### src/rtl/ctrl_panel_avmm_arbiter.sv
// Two-master Avalon-MM arbiter sharing one control-panel slave.
// Round-robin on ties, bounded grant length, and fixed 1-cycle read
// return routed to the master that issued the read.
module ctrl_panel_avmm_arbiter #(
  parameter int ADDR_W    = 4,
  parameter int DATA_W    = 32,
  parameter int MAX_GRANT = 4
) (
  input  logic              clk,
  input  logic              reset,
  input  logic [ADDR_W-1:0] m0_address,
  input  logic              m0_read,
  input  logic              m0_write,
  input  logic [DATA_W-1:0] m0_writedata,
  output logic              m0_waitrequest,
  output logic [DATA_W-1:0] m0_readdata,
  output logic              m0_readdatavalid,
  input  logic [ADDR_W-1:0] m1_address,
  input  logic              m1_read,
  input  logic              m1_write,
  input  logic [DATA_W-1:0] m1_writedata,
  output logic              m1_waitrequest,
  output logic [DATA_W-1:0] m1_readdata,
  output logic              m1_readdatavalid,
  output logic [ADDR_W-1:0] s_address,
  output logic              s_read,
  output logic              s_write,
  output logic [DATA_W-1:0] s_writedata,
  input  logic [DATA_W-1:0] s_readdata,
  input  logic              s_waitrequest,
  output logic [1:0]        grant
);

  // One spare count value so the "last transfer" compare never wraps.
  localparam int CNT_W = $clog2(MAX_GRANT + 2);
  localparam logic [CNT_W-1:0] MAXG = CNT_W'(MAX_GRANT);

  typedef enum logic [1:0] {IDLE = 2'd0, GNT0 = 2'd1, GNT1 = 2'd2} state_t;

  state_t           r_state, w_next;
  logic             r_last_owner;   // 0 = M0, 1 = M1
  logic [CNT_W-1:0] r_cnt;
  logic             r_rd_pend;
  logic             r_rd_tag;       // master that issued the pending read

  logic w_req0, w_req1;
  logic w_owner;      // index of current owner (valid when not IDLE)
  logic w_own_req;
  logic w_accept;
  logic w_last;       // accepted transfer completes this grant's quota

  assign w_req0    = m0_read | m0_write;
  assign w_req1    = m1_read | m1_write;
  assign w_owner   = (r_state == GNT1);
  assign w_own_req = (r_state == GNT0) ? w_req0 :
                     (r_state == GNT1) ? w_req1 : 1'b0;
  assign w_accept  = w_own_req & ~s_waitrequest;
  assign w_last    = w_accept & (r_cnt >= MAXG - 1'b1);
  assign grant     = {r_state == GNT1, r_state == GNT0};

  // Next-state: round-robin from IDLE, hand-over on drop or quota.
  always_comb begin
    w_next = r_state;
    case (r_state)
      IDLE: begin
        if (w_req0 && w_req1) w_next = r_last_owner ? GNT0 : GNT1;
        else if (w_req0)      w_next = GNT0;
        else if (w_req1)      w_next = GNT1;
      end
      GNT0: begin
        if (!w_req0)               w_next = w_req1 ? GNT1 : IDLE;
        else if (w_last && w_req1) w_next = GNT1;
      end
      GNT1: begin
        if (!w_req1)               w_next = w_req0 ? GNT0 : IDLE;
        else if (w_last && w_req0) w_next = GNT0;
      end
      default: w_next = IDLE;
    endcase
  end

  // State, grant counter and round-robin history.
  always_ff @(posedge clk) begin
    if (reset) begin
      r_state      <= IDLE;
      r_last_owner <= 1'b1;
      r_cnt        <= '0;
    end else begin
      r_state <= w_next;
      if (w_next != r_state) begin
        r_cnt <= '0;
        if (w_next == GNT0) r_last_owner <= 1'b0;
        if (w_next == GNT1) r_last_owner <= 1'b1;
      end else if (w_accept && (r_cnt != MAXG)) begin
        r_cnt <= r_cnt + 1'b1;
      end
    end
  end

  // Remember who issued an accepted read so its data returns there.
  always_ff @(posedge clk) begin
    if (reset) begin
      r_rd_pend <= 1'b0;
      r_rd_tag  <= 1'b0;
    end else begin
      r_rd_pend <= w_accept & s_read;
      if (w_accept && s_read) r_rd_tag <= w_owner;
    end
  end

  // Combinational forwarding of the owner to the slave; others stall.
  always_comb begin
    s_address      = '0;
    s_read         = 1'b0;
    s_write        = 1'b0;
    s_writedata    = '0;
    m0_waitrequest = 1'b1;
    m1_waitrequest = 1'b1;
    case (r_state)
      GNT0: begin
        s_address      = m0_address;
        s_read         = m0_read;
        s_write        = m0_write;
        s_writedata    = m0_writedata;
        m0_waitrequest = s_waitrequest;
      end
      GNT1: begin
        s_address      = m1_address;
        s_read         = m1_read;
        s_write        = m1_write;
        s_writedata    = m1_writedata;
        m1_waitrequest = s_waitrequest;
      end
      default: ;
    endcase
  end

  // Read return steering, independent of the current grant.
  always_comb begin
    m0_readdatavalid = r_rd_pend & ~r_rd_tag;
    m1_readdatavalid = r_rd_pend &  r_rd_tag;
    m0_readdata      = m0_readdatavalid ? s_readdata : '0;
    m1_readdata      = m1_readdatavalid ? s_readdata : '0;
  end

endmodule
### config.mk
export PLATFORM = sky130hd
export DESIGN_NAME = ctrl_panel_avmm_arbiter
export DESIGN_NICKNAME = d
export VERILOG_FILES = /design/src/rtl/ctrl_panel_avmm_arbiter.sv
export SDC_FILE = /design/constraint.sdc
export NUM_CORES = 1
export LEC_CHECK = 0
export CORE_ASPECT_RATIO = 1.25
export CORE_MARGIN = 8
export CORE_UTILIZATION = 28
export CTS_CLUSTER_SIZE = 24
export DETAILED_ROUTE_END_ITERATION = 8
export PLACE_DENSITY = 0.95
export SLEW_MARGIN = 25
export SYNTH_ARGS = -nofsm -noshare
export SYNTH_HDL_FRONTEND = slang
export SYNTH_SLANG_ARGS = --single-unit
### constraint.sdc
create_clock -name clk -period 3.8 [get_ports clk]
set_clock_uncertainty 0.2 [all_clocks]
set_input_delay 0.76 -clock clk [delete_from_list [all_inputs] [get_ports clk]]
set_output_delay 0.76 -clock clk [all_outputs]
set_load 0.03 [all_outputs]
# ---- Yosys cells after proc, flatten, opt, wreduce, memory -nomap -nowiden
# Cells that the tools add are included.
dict set report totals {
  reg_bits 8
  inputBits 111
  out_inout_bits 108
  word_cells 54
}
dict set report op_classes {
  n_addsub 1
  n_lt_le_gt_ge 1
  eq_ne 6
  muxes 23
  bitwise 9
  n_reduce_logical 9
}
# cell count
set ops {}
lappend ops {{2-to-1 mux 32 bit} 2}
lappend ops {{case mux 32 bit (2 select lines)} 1}
lappend ops {{2-to-1 mux 2 bit} 9}
lappend ops {{case mux 4 bit (2 select lines)} 1}
lappend ops {{2-to-1 mux 1 bit} 7}
lappend ops {{case mux 2 bit (3 select lines)} 1}
lappend ops {{AND 1 bit} 5}
lappend ops {{logical AND 1 bit} 5}
lappend ops {{equality test 2 x 1 -> 1 bit, second input constant} 2}
lappend ops {{equality test 2 bit, second input constant} 2}
lappend ops {{case mux 1 bit (2 select lines)} 2}
lappend ops {{adder 3 x 1 -> 3 bit, second input constant} 1}
lappend ops {{>= comparator 3 x 2 -> 1 bit, second input constant} 1}
lappend ops {{!= test 3 bit, second input constant} 1}
lappend ops {{zero test 2 bit} 1}
lappend ops {{!= test 2 bit} 1}
lappend ops {{inverter 1 bit} 2}
lappend ops {{OR 1 bit} 2}
lappend ops {{AND reduction 2 bit} 1}
lappend ops {{nonzero test 2 bit} 1}
lappend ops {{OR reduction 2 bit} 1}

# ---- Longest topological paths before layout
# Gate-level depths: netlist (run 1).
dict set report depth {
  word_depth 12
  mapped_depth 10
  mapped_depth_nobuf 10
}

# ---- Worst setup path after synthesis (run 1)
# OpenSTA, ideal clock, no wires.
dict set report synth_path {
  path_type {reg2out}
  from {register r_state[1]}
  to {output port s_address[0]}
  arrival_ps 2120
  required_ps 2840
  setup_slack_ps 720
  stages_incl_launch_ff 8
  n_path_buf 3
  path_cell_list {dfxtp_1 > inv_1 > ha_1 > clkbuf_2 > clkbuf_1 > clkbuf_1 > a22oi_1 > nor2b_1}
}
dict set report synth_between {
  elab_chain_len 2
  word_cells_on_any_way 3
  cone_classes {2 x eq/ne; 1 x mux}
}
# item line
set synth_rtl {}
lappend synth_rtl {{start, declared} 40} ;# state_t r_state, w_next;
lappend synth_rtl {{start signal, assigned} 89} ;# r_state <= w_next;
lappend synth_rtl {{equality test 2 x 1 -> 1 bit} --}
lappend synth_rtl {{via grant[0]} 31} ;# output logic [1:0] grant
lappend synth_rtl {{case mux 4 bit (2 select lines)} 119} ;# case (r_state)
lappend synth_rtl {{end, declared} 25} ;# output logic [ADDR_W-1:0] s_address,
# The timed path passes the listed nets, and every way through them passes these cells.

# ---- Worst setup path in the final report (run 1)
dict set report layout_path {
  from {register r_state[0]}
  to {output port s_writedata[0]}
}
dict set report layout_between {
  elab_chain_len 2
  word_cells_on_any_way 3
  cone_classes {2 x eq/ne; 1 x mux}
}
# item line
set layout_rtl {}
lappend layout_rtl {{equality test 2 bit or equality test 2 x 1 -> 1 bit (tied branches)} 119}
lappend layout_rtl {{case mux 32 bit (2 select lines) (*)} 119}
lappend layout_rtl {{end, declared} 28} ;# output logic [DATA_W-1:0] s_writedata,
# Mark *: on every way between the ends. The rest lies on a longest branch, timed or not.

==> results of run 1 <==
-- layout by cell type (no fill, tap or decap), drive strengths merged, types with 6 or more instances in the layout --
| cell | Yosys | final |
|---|---|---|
| a22oi | 37 | 37 |
| and2 | 33 | 33 |
| and3 | 32 | 32 |
| buf | 2 | 9 |
| clkdlybuf4s50 | 0 | 216 |
| dfxtp | 8 | 8 |
| ha | 8 | 8 |
| inv | 8 | 8 |
| nand2 | 6 | 6 |
| nor2 | 8 | 8 |
| nor2b | 40 | 40 |
| o21ai | 8 | 8 |
-- power groups by stage --
stage / Combinational [mW] / Clock, mW / Sequential [mW]
2_1_floorplan: 0.487 / 0 / 0.105
3_3_place_gp: 0.812 / 0 / 0.109
3_5_place_dp: 0.832 / 0 / 0.110
4_1_cts: 0.835 / 0.104 / 0.109
5_1_grt: 0.896 / 0.111 / 0.112
6_report: 0.832 / 0.104 / 0.109
-- sequential cells by signal, indices dropped and copies added (netlist names) --
| name | cells |
|---|---|
| r_cnt | 3 |
| r_state | 2 |
| r_last_owner | 1 |
| r_rd_pend | 1 |
| r_rd_tag | 1 |
-- final cells by class --
type,instances,area share
inverter,8,0.00752
timing repair buffer,225,0.571
sequential,8,0.0401
tap,66,0.0207
multi-input combinational,206,0.350
clock buffer,3,0.0103
-- through the flow --
step / area, sq um / utilization / std cells / hold WS, ns
after floorplan: 1680 / - / 245 / 0.301
after global placement: 3950 / 0.679 / 513 / 0.330
after detailed placement: 3950 / 0.679 / 513 / 0.357
after CTS: 3990 / 0.686 / 516 / 0.371
after global routing: 3990 / 0.686 / 516 / 0.416
final: 3990 / 0.686 / 516 / 0.365
-- layer usage --
| metal | wire length, um | track usage |
|---|---|---|
| met1 | 3330 | 0.192 |
| met2 | 5030 | 0.418 |
| met4 | 191 | 0.0541 |
| met5 | 0 | 0 |
| met3 | 1320 | 0.101 |
-- cells by family after synthesis --
group / count (synthesis) / share of synthesized area
simple gates: 132 / 0.476
compound gates: 62 / 0.274
xor+xnor: 1 / 0.00521
buf+inv: 31 / 0.0722
fa+ha+maj: 8 / 0.0596
flops: 8 / 0.0953
mux: 3 / 0.0179
-- final timing paths --
| path | start | to | slack, ns | cells past startpoint |
|---|---|---|---|---|
| max reg2reg | r_state[0]$_SDFF_PP0_ | r_last_owner$_SDFFE_PP1P_ | 0.94 | 9 |
| min reg2reg | r_last_owner$_SDFFE_PP1P_ | r_last_owner$_SDFFE_PP1P_ | 0.36 | 2 |
| min | r_last_owner$_SDFFE_PP1P_ | r_last_owner$_SDFFE_PP1P_ | 0.36 | 2 |
| max | r_state[0]$_SDFF_PP0_ | s_writedata[0] | 0.44 | 6 |
-- worst max-delay path, delay by kind of cell (launching register included) --
kind	cells	cell delay [ns]
flops	1	0.37
simple gates	1	0.14
buf+inv	3	1.06
compound gates	1	0.13
fa+ha+maj	1	0.46
==> flow_summary.json, run 1 <==
{
  "h-tree-depth": 1,
  "overflow": 0,
  "leakagePower_nw": 1.54,
  "clk_latency_ns": 0.23,
  "internal_power_mw": 0.574,
  "hold_violations": 0,
  "yosysTopAreaCellShare": 0.165,
  "clkPwrFrac": 0.100,
  "critPathSlowestCell": "clkdlybuf4s50_1",
  "finalSetupViolCount": 0,
  "drt_wl_total_um": 9870,
  "cts-hold-fix-buffers": 0,
  "syn-num-nets": 364,
  "wl_per_cell_um": 19.1,
  "critPathArrivalTime_ns": 2.40,
  "seq_power_share": 0.104,
  "final_nets": 571,
  "cts_buffers": 3,
  "cts_setup_buffers": 0,
  "worstSetupPathType": "register to primary output",
  "cts_sinks": 8,
  "register_area_sq_um": 160,
  "drt-initial-drc-count": 71,
  "power_density_nw_per_um2": 262,
  "ctsLongestPathBuffers": 2,
  "die_w_um": 85.3,
  "floorplan.rows": 31,
  "cts-root-buf": "clkbuf_8",
  "ant_nets": 0,
  "post-synth-top-area-cell": "a22oi_1",
  "async_reset_ff_frac": 0,
  "rsz0062_at_grt": "no",
  "fin_total_pwr_mw": 1.05,
  "coreArea_sq_um": 5820,
  "hold_class": "register to register",
  "gr-usage-all-layers": 0.213,
  "synthFlopType": "dfxtp_1",
  "place_ws_ns": 0.548,
  "max_freq_ghz": 0.298,
  "final_layout_size_suffix_gt1_frac": 0.0400,
  "die_h_um": 103,
  "num_antenna_cells": 0,
  "yosysWarnings": 0,
  "routed_via_density": 5.24,
  "yosysMostFrequentCell": "nor2b_1",
  "ys_seq_area_frac": 0.0953,
  "cp-end-kind": "primary output",
  "dpl.hpwl_um": 8550,
  "antenna_found_initial": 0,
  "cp-start-kind": "register",
  "cts-resized-gates": 0,
  "synth_area_sq_um": 1680,
  "ys_ff_latch": 8,
  "max-vdd-ir-drop_uv": 176,
  "p_switching_mw": 0.472,
  "synth_cell_types": 38,
  "slew_headroom": 0.683,
  "worstPathMaxFanout": 32,
  "drv_slew": 0,
  "grt_max_degree": 40,
  "crit_path_max_incr_delay_ns": 0.68,
  "synth_area_leaders": "a22oi_1 17%, nor2b_1 15%, and2_1 12%",
  "power_switching_share": 0.451,
  "vias": 2706,
  "required_ns": 2.84,
  "ios": 219,
  "clkTransAtPathRegs_ns": 0.05,
  "path_cells": "inv_1, ha_1, buf_12, a22oi_1, nor2b_1, clkdlybuf4s50_1",
  "power_frac_comb": 0.796,
  "multi_input_area_sq_um": 1400,
  "setup_slack_ns": 0.444,
  "grt_pass1_vias": 2915,
  "worst_pin_slew_ns": 0.474,
  "maxCapViolCount": 0,
  "synth_edf_count": 0,
  "port_buffers": 218,
  "setup_tns_ns": 0,
  "drc_errors": 0,
  "status": "completed",
  "grt_pass1_wl_um": 15000,
  "initial_utilization": 0.289,
  "die_area_sq_um": 8750,
  "timing.final.crit_share": 0.883,
  "synth_commonest_cells": "40 x nor2b_1, 37 x a22oi_1, 33 x and2_1",
  "avgSynthCellArea_sq_um": 6.86,
  "gp_congestion": 0.889,
  "first_pass_iters": 4,
  "fin_crit_ns": 3.36,
  "area_growth_pct": 138,
  "synthCells": 245,
  "cts_tree": "yes",
  "n_fill_cell": 457
}
Power figures use the tool's default switching activity.
==> run 2: changes to the inputs <==
Settings changed: SLEW_MARGIN 25 to 20.
==> results of run 2 <==
Final layout, timing and power as in run 1 (identical DEF).
==> run 3: changes to the inputs <==
Settings changed: CORE_ASPECT_RATIO 1.25 to 2, CORE_MARGIN 8 to 4.
==> run 3 against run 2 <==
Compared with the run above: sequential share of layout area barely moved; die area down 16%; combinational power down 2%; via count is 0.92% lower; register-to-register slack improved by 0.10 ns; total power grew 5.3%; fmax hardly changed; hold slack got worse by 0.021 ns; global-route usage decreased by 0.14 points; critical path depth is 1 lower; wire length decreased by 15%; cell area fell by 0.31%; critical path type unchanged; critical endpoint is now s_writedata[13].
==> flow_summary.json, run 3 (synthesis results as in run 1) <==
{
  "status": "completed",
  "cp-start-kind": "register",
  "rr_endpoint": "r_last_owner$_SDFFE_PP1P_",
  "grt_pass1_vias": 2705,
  "area_growth_pct": 137,
  "crit_path_max_incr_delay_ns": 0.70,
  "fin_crit_ns": 3.36,
  "cts-resized-gates": 0,
  "max-vdd-ir-drop_uv": 210,
  "largest_reg_flops": 3,
  "ios": 219,
  "crit_start": "r_state[0]$_SDFF_PP0_",
  "r2r_slack_ns": 1.04,
  "clkTransAtPathRegs_ns": 0.04,
  "cts_buffers": 3,
  "reg2reg_from": "r_state[0]$_SDFF_PP0_",
  "power_density_nw_per_um2": 276,
  "critPathSlowestCell": "clkdlybuf4s50_1",
  "dpl.hpwl_um": 7180,
  "worstSetupPathType": "register to primary output",
  "layout_common_cells": "218 x clkdlybuf4s50_1, 40 x nor2b_1, 37 x a22oi_1, 33 x and2_1, 32 x and3_1",
  "initial_utilization": 0.292,
  "reg2reg_depth": 9,
  "cts_sinks": 8,
  "worstPathMaxFanout": 37,
  "cts-root-buf": "clkbuf_16",
  "leakagePower_nw": 1.53,
  "critPathArrivalTime_ns": 2.40,
  "antenna_found_initial": 0,
  "final_layout_size_suffix_gt1_frac": 0.0334,
  "ant_nets": 0,
  "floorplan.rows": 39,
  "timing.final.crit_share": 0.884,
  "final_common_cell": "clkdlybuf4s50_1",
  "required_ns": 2.84,
  "reg_top3": "r_cnt: 3 flops, r_state: 2 flops",
  "grt_max_degree": 45,
  "maxCapViolCount": 0,
  "ctsLongestPathBuffers": 2,
  "drt_wl_total_um": 8380,
  "routed_via_density": 5.26,
  "cts-hold-fix-buffers": 0,
  "fin_total_pwr_mw": 1.10,
  "gp_congestion": 0.826,
  "path_buf_inv": 3,
  "dpl_cell_area_sq_um": 3910,
  "worst_pin_slew_ns": 0.482,
  "die_h_um": 118,
  "cp-end-kind": "primary output",
  "final_nets": 570,
  "rsz0062_at_grt": "no",
  "finalSetupViolCount": 0,
  "overflow": 0,
  "holdWs_ns": 0.343,
  "cp_num_cells": 5,
  "gr-usage-all-layers": 0.212,
  "h-tree-depth": 1,
  "num_antenna_cells": 0,
  "die_area_sq_um": 7380,
  "final_area_sq_um": 3980,
  "max_freq_ghz": 0.298,
  "slew_headroom": 0.678,
  "hold_violations": 0,
  "cts_tree": "yes",
  "path_cells": "inv_1, ha_1, buf_4, nor2b_1, clkdlybuf4s50_1",
  "vias": 2681,
  "drv_slew": 0,
  "drt-initial-drc-count": 106,
  "clk_latency_ns": 0.23,
  "largest_register": "r_cnt",
  "wl_per_cell_um": 16.4,
  "port_buffers": 218,
  "cts_setup_buffers": 0,
  "critPathCapture": "s_writedata[13]",
  "hold_class": "register to register",
  "drc_errors": 0,
  "final_core_util": 0.691,
  "crit_family": "buffers and inverters",
  "coreArea_sq_um": 5760,
  "grt_pass1_wl_um": 12600,
  "setup_tns_ns": 0,
  "die_w_um": 62.8,
  "first_pass_iters": 4
}
run 3: cell count changes in the layout (fill, tap and decap cells not counted), sizes merged:
cell / delta
clkdlybuf4s50: +2
buf: -3
run 3: worst min-delay path by stage:
stage,from,end,slack (ns),cells past startpoint
after global placement,r_last_owner$_SDFFE_PP1P_,r_last_owner$_SDFFE_PP1P_,0.33,2
after floorplan,r_last_owner$_SDFFE_PP1P_,r_last_owner$_SDFFE_PP1P_,0.30,2
after global routing,r_last_owner$_SDFFE_PP1P_,r_last_owner$_SDFFE_PP1P_,0.37,2
after detailed placement,r_last_owner$_SDFFE_PP1P_,r_last_owner$_SDFFE_PP1P_,0.34,2
after CTS,r_last_owner$_SDFFE_PP1P_,r_last_owner$_SDFFE_PP1P_,0.35,2
final,r_last_owner$_SDFFE_PP1P_,r_last_owner$_SDFFE_PP1P_,0.34,2
run 3: layout make-up:
cell class | instances | area, sq um
clock buffers | 3 | 75.1
fillers | 475 | 1780
inverters | 8 | 30.0
multi-input cells | 206 | 1400
flip-flops and latches | 8 | 160
well taps | 61 | 76.3
repair buffers | 224 | 2240
run 3: through the flow:
step                      setup slack (ns)  std cells
after global routing                 0.327        510
after global placement               0.522        507
final                                0.442        510
after detailed placement             0.503        507
after CTS                            0.423        510
after floorplan                      0.720        245
run 3: layer usage:
layer	GRT usage	vias up	routed length, um
met1	0.176	1194	2700
met3	0.0793	22	956
met2	0.411	191	4320
met5	0	-	0
met4	0.118	0	410
li1	-	1274	-
run 3: power by group:
part | total (mW) | switching [mW] | internal, mW | leakage, nW
registers | 0.109 | 0.0135 | 0.0951 | 0.0651
clock network | 0.177 | 0.0417 | 0.136 | 0.0370
logic | 0.814 | 0.415 | 0.399 | 1.43
total | 1.10 | 0.470 | 0.630 | 1.53
run 3: tightest hold or removal path, cell delays in order, from the launching register on:
cell and delay, ns:
dfxtp_1 0.32, nor2_1 0.10, mux2i_1 0.07
==> edit 1 (config.mk and constraints of run 2) <==
Make the reset (`reset`) asynchronous in 2 clocked blocks.
--- a/src/rtl/ctrl_panel_avmm_arbiter.sv
+++ b/src/rtl/ctrl_panel_avmm_arbiter.sv
@@ -82,3 +82,3 @@
   // State, grant counter and round-robin history.
-  always_ff @(posedge clk) begin
+  always_ff @(posedge clk or posedge reset) begin
     if (reset) begin
@@ -100,3 +100,3 @@
   // Remember who issued an accepted read so its data returns there.
-  always_ff @(posedge clk) begin
+  always_ff @(posedge clk or posedge reset) begin
     if (reset) begin
Function: differs if reset is asserted again (counterexample within 4 cycles, from zero or initial values and one cycle with reset high); with reset held inactive, the same outputs for 10 cycles.
==> edit 1 against run 2 <==
Sequential cell count is the same. First-iteration DRC count shrank 9.9%. Non-clock buffer count is the same. Final area grew 2.6%. Die area grew 4.1%. Worst setup slack lost 0.034 ns. Total power grew 80%. Cell count grew 3.3%. Via count shrank 2.9%. Synthesized area grew 4.9%. Wire length shrank 3.2%. Sequential share of layout area grew 0.90 points. Critical endpoint is now s_address[0].
==> edit 1: results (changes against run 2) <==
metric;value;unit;change
holdPathEnd;r_last_owner$_DFFE_PP1P_;;was r_last_owner$_SDFFE_PP1P_
drive_gt1_frac;0.06250;;was 0.04000
hpwl;8.240;mm;was 8.552 mm
route.met3.wl;1.280;mm;was 1.318 mm
status;completed;;unchanged
combinationalPower;0.00163;W;was 0.000832 W
startpoint;r_state[1]$_DFF_PP0_;;was r_state[0]$_SDFF_PP0_
syn-num-nets;362;;was 364
nFillCells;487;;was 457
path_max_fanout;44;;was 32
final_nets;568;;was 571
gp_congestion;0.9645;;was 0.8890
internal-power;0.0009340;W;was 0.0005736 W
dpl_cell_area;0.004053;mm^2;was 0.003951 mm^2
wirelength_met1;3.356;mm;was 3.330 mm
dr_wl_met2;4.755;mm;was 5.029 mm
crit_arrival;2.43;ns;was 2.40 ns
grt_start_max_net_pins;45;;was 40
drt_iter0_drc;64;;was 71
yosysUniqueCellTypes;41;;was 38
synth_area_leaders;a22oi_1 (16%), nor2b_1 (15%), and2_1 (12%), and3_1 (11%), dfrtp_1 (9.9%);;was a22oi_1 (17%), nor2b_1 (15%), and2_1 (12%), and3_1 (12%), dfxtp_1 (9.5%)
p_per_area;459.2;mW/mm^2;was 261.7 mW/mm^2
pg_clk;0.000109;W;was 0.000104 W
timing.hold.worst.start;r_last_owner$_DFFE_PP1P_;;was r_last_owner$_SDFFE_PP1P_
ys_seq_area_frac;0.1143;;was 0.09531
reg2reg_slack;0.83;ns;was 0.94 ns
cellLeakagePower;1.603;nW;was 1.537 nW
grt_first_pass_wirelength;14.41;mm;was 14.97 mm
timing.rr.end;r_last_owner$_DFFE_PP1P_;;was r_last_owner$_SDFFE_PP1P_
whs;0.4219;ns;was 0.3646 ns
via_per_inst;4.929;;was 5.244
synthArstFlopShare;1.000;;was 0
firstDrtPassIters;5;;was 4
edit 1: changes by cell type in the layout (fill, tap and decap cells not counted), moves of 3 or more:
cell and change:
a21boi_0 -3, dfxtp_1 -8, clkdlybuf4s50_1 -3, dfrtp_1 +7
nor2_1 -6
edit 1: final cells by class:
| class | count | area [um^2] | share of cell area |
|---|---|---|---|
| sequential | 8 | 201.4 | 0.04916 |
| tap | 85 | 106.4 | 0.02595 |
| multi-input combinational | 203 | 1430 | 0.3490 |
| timing repair buffer | 225 | 2285 | 0.5576 |
| inverter | 8 | 30.03 | 0.007328 |
| clock buffer | 4 | 45.04 | 0.01099 |
edit 1: logic make-up after synthesis:
| kind of cell | share of synthesized area |
|---|---|
| and+or+nand+nor | 0.4571 |
| AOI/OAI and AO/OA | 0.2718 |
| buffers and inverters | 0.07452 |
| adders and majority gates | 0.05678 |
| DFF | 0.1143 |
| muxes | 0.02058 |
| xor gates and xnor gates | 0.004969 |
==> edit 2 (flow settings as in run 2) <==
Made on the original files. Set the parameter `DATA_W` to 28 (it was 32).
--- a/src/rtl/ctrl_panel_avmm_arbiter.sv
+++ b/src/rtl/ctrl_panel_avmm_arbiter.sv
@@ -5,3 +5,3 @@
   parameter int ADDR_W    = 4,
-  parameter int DATA_W    = 32,
+  parameter int DATA_W    = 28,
   parameter int MAX_GRANT = 4
Interface: changed (6 resized); port bits go from 219 to 195. No check against the original RTL was run, so the function may have changed too.
==> edit 2 against run 2 <==
Synthesized area is 6.0% lower. First-iteration DRC count increased by 45%. Total power fell by 5.6%. Sequential cell count did not move. Worst setup slack worse by 0.063 ns. Wire length decreased by 12%. Count of clock-buffer cells in the layout is the same. Final area is 9.1% lower. Non-clock buffer count fell by 25.
==> edit 2: results (changes against run 2) <==
metric;value;unit;change
grt_start_max_net_pins;35;;was 40
top_regs;r_cnt (3), r_state (2);;unchanged
netlist_top_cells_count;nor2b_1 (36), a22oi_1 (33), and2_1 (29), and3_1 (28), clkbuf_1 (20);;was nor2b_1 (40), a22oi_1 (37), and2_1 (33), and3_1 (32), clkbuf_1 (20)
slew_headroom;0.5850;;was 0.6833
clk_latency;0.24;ns;
firstDrtPassIters;4;;unchanged
ys.flop_type;dfxtp_1;;unchanged
grt_pass1_vias;2556;;was 2,915
syn-num-nets;334;;was 364
hold_class;reg2reg;;unchanged
antenna_found_initial;1;;was 0
gp_congestion;0.9625;;was 0.8890
path_max_fanout;26;;was 32
reg2regPathDepth;9;;unchanged
htreeDepth;1;;unchanged
cts_buffers;3;;unchanged
vdd_drop_max;262.7;uV;was 175.8 uV
timing.rr.start;r_state[1]$_SDFF_PP0_;;was r_state[0]$_SDFF_PP0_
status;completed;;unchanged
mostFrequentLayoutCell;clkdlybuf4s50_1;;unchanged
holdPathEnd;r_last_owner$_SDFFE_PP1P_;;unchanged
postCtsResizedCells;0;;unchanged
synth_area_leaders;a22oi_1 (16%), nor2b_1 (14%), and2_1 (11%), and3_1 (11%), dfxtp_1 (10%);;was a22oi_1 (17%), nor2b_1 (15%), and2_1 (12%), and3_1 (12%), dfxtp_1 (9.5%)
drt_iter0_drc;103;;was 71
ys_seq_area_frac;0.1014;;was 0.09531
timing.rr.end;r_last_owner$_SDFFE_PP1P_;;unchanged
yosysUniqueCellTypes;37;;was 38
nFillCells;450;;was 457
cts-root-buf;clkbuf_8;;unchanged
ys.warnings.count;0;;unchanged
final_nets;518;;was 571
port_buffers;194;;was 218
track_usage;0.1916;;was 0.2134
reg2reg_slack;0.95;ns;
clk_pin_slew;0.04;ns;
crit_arrival;2.46;ns;was 2.40 ns
synth_cells;227;;was 245
vias;2412;;was 2,706
post_cts_buffers;0;;unchanged
antenna_cells;0;;unchanged
grt_first_pass_wirelength;13.04;mm;was 14.97 mm
final-hold-violation-count;0;;unchanged
drive_gt1_frac;0.04156;;was 0.04000
via_per_inst;5.099;;was 5.244
hpwl;7.432;mm;was 8.552 mm
whs_path_depth;2;;unchanged
ant_nets;0;;unchanged
wl;8.667;mm;was 9.869 mm
cts.path.max_buffers;2;;unchanged
synthArstFlopShare;0;;unchanged
dpl.cell_count;470;;was 513
cellLeakagePower;1.390;nW;was 1.537 nW
edit 2: cell count changes after synthesis, sizes merged:
cell	change
a22oi	-4
and2	-4
and3	-4
buf	-1
clkbuf	-1
nor2b	-4
edit 2: cells by family after synthesis:
family	after synthesis	synth area share
fa+ha+maj	8	0.06339
mux	3	0.01902
compound gates	58	0.2805
buf+inv	29	0.07132
xor+xnor	1	0.005548
simple gates	120	0.4588
flops	8	0.1014
edit 2: area by class of cell:
| type | count | area [um^2] | area share |
|---|---|---|---|
| Clock buffer | 3 | 41.29 | 0.01138 |
| Inverter | 8 | 30.03 | 0.008273 |
| Multi-Input combinational cell | 190 | 1306 | 0.3599 |
| Sequential cell | 8 | 160.2 | 0.04412 |
| Tap cell | 64 | 80.08 | 0.02206 |
| Timing Repair Buffer | 200 | 2012 | 0.5543 |
edit 2: metal layers:
layer,vias up,wire length (um),track usage
met5,-,16,0
met4,2,213,0.07317
met3,21,1035,0.08590
met2,159,4326,0.3477
met1,1061,3075,0.1857
li1,1169,-,-
edit 2: worst max path at each step:
stage / startpoint / endpoint / slack (ns) / depth (start not counted)
final: r_state[1]$_SDFF_PP0_ / s_address[2] / 0.38 / 6
after global routing: r_state[1]$_SDFF_PP0_ / s_writedata[14] / 0.23 / 6
after floorplan: r_state[1]$_SDFF_PP0_ / s_address[0] / 0.87 / 6
after global placement: m0_read / s_read / 0.51 / 5
after detailed placement: m0_read / s_read / 0.47 / 5
after CTS: r_state[1]$_SDFF_PP0_ / s_address[2] / 0.37 / 6
edit 2: through the flow:
| step | area, um^2 | worst slack (ns) | hold WS (ns) |
|---|---|---|---|
| finish | 3630 | 0.3811 | 0.3521 |
| global route | 3630 | 0.2318 | 0.3809 |
| CTS | 3630 | 0.3659 | 0.3550 |
| detailed placement | 3588 | 0.4690 | 0.3494 |
| global placement | 3588 | 0.5109 | 0.3264 |
| floorplan | 1579 | 0.8742 | 0.3008 |
edit 2: report_power, final:
group,internal (W),switching [W],leakage [nW]
clock,0.0000688,0.0000359,0.0216
combinational,0.000381,0.000394,1.30
sequential,0.0000950,0.0000127,0.0651
total,0.000544,0.000442,1.39
edit 2: critical path, stage by stage, from the launching register on:
cell and delay, ns:
dfxtp_1 0.35, inv_1 0.13, ha_1 0.57, buf_12 0.25
a22oi_1 0.10, nor2b_1 0.13, clkdlybuf4s50_1 0.69
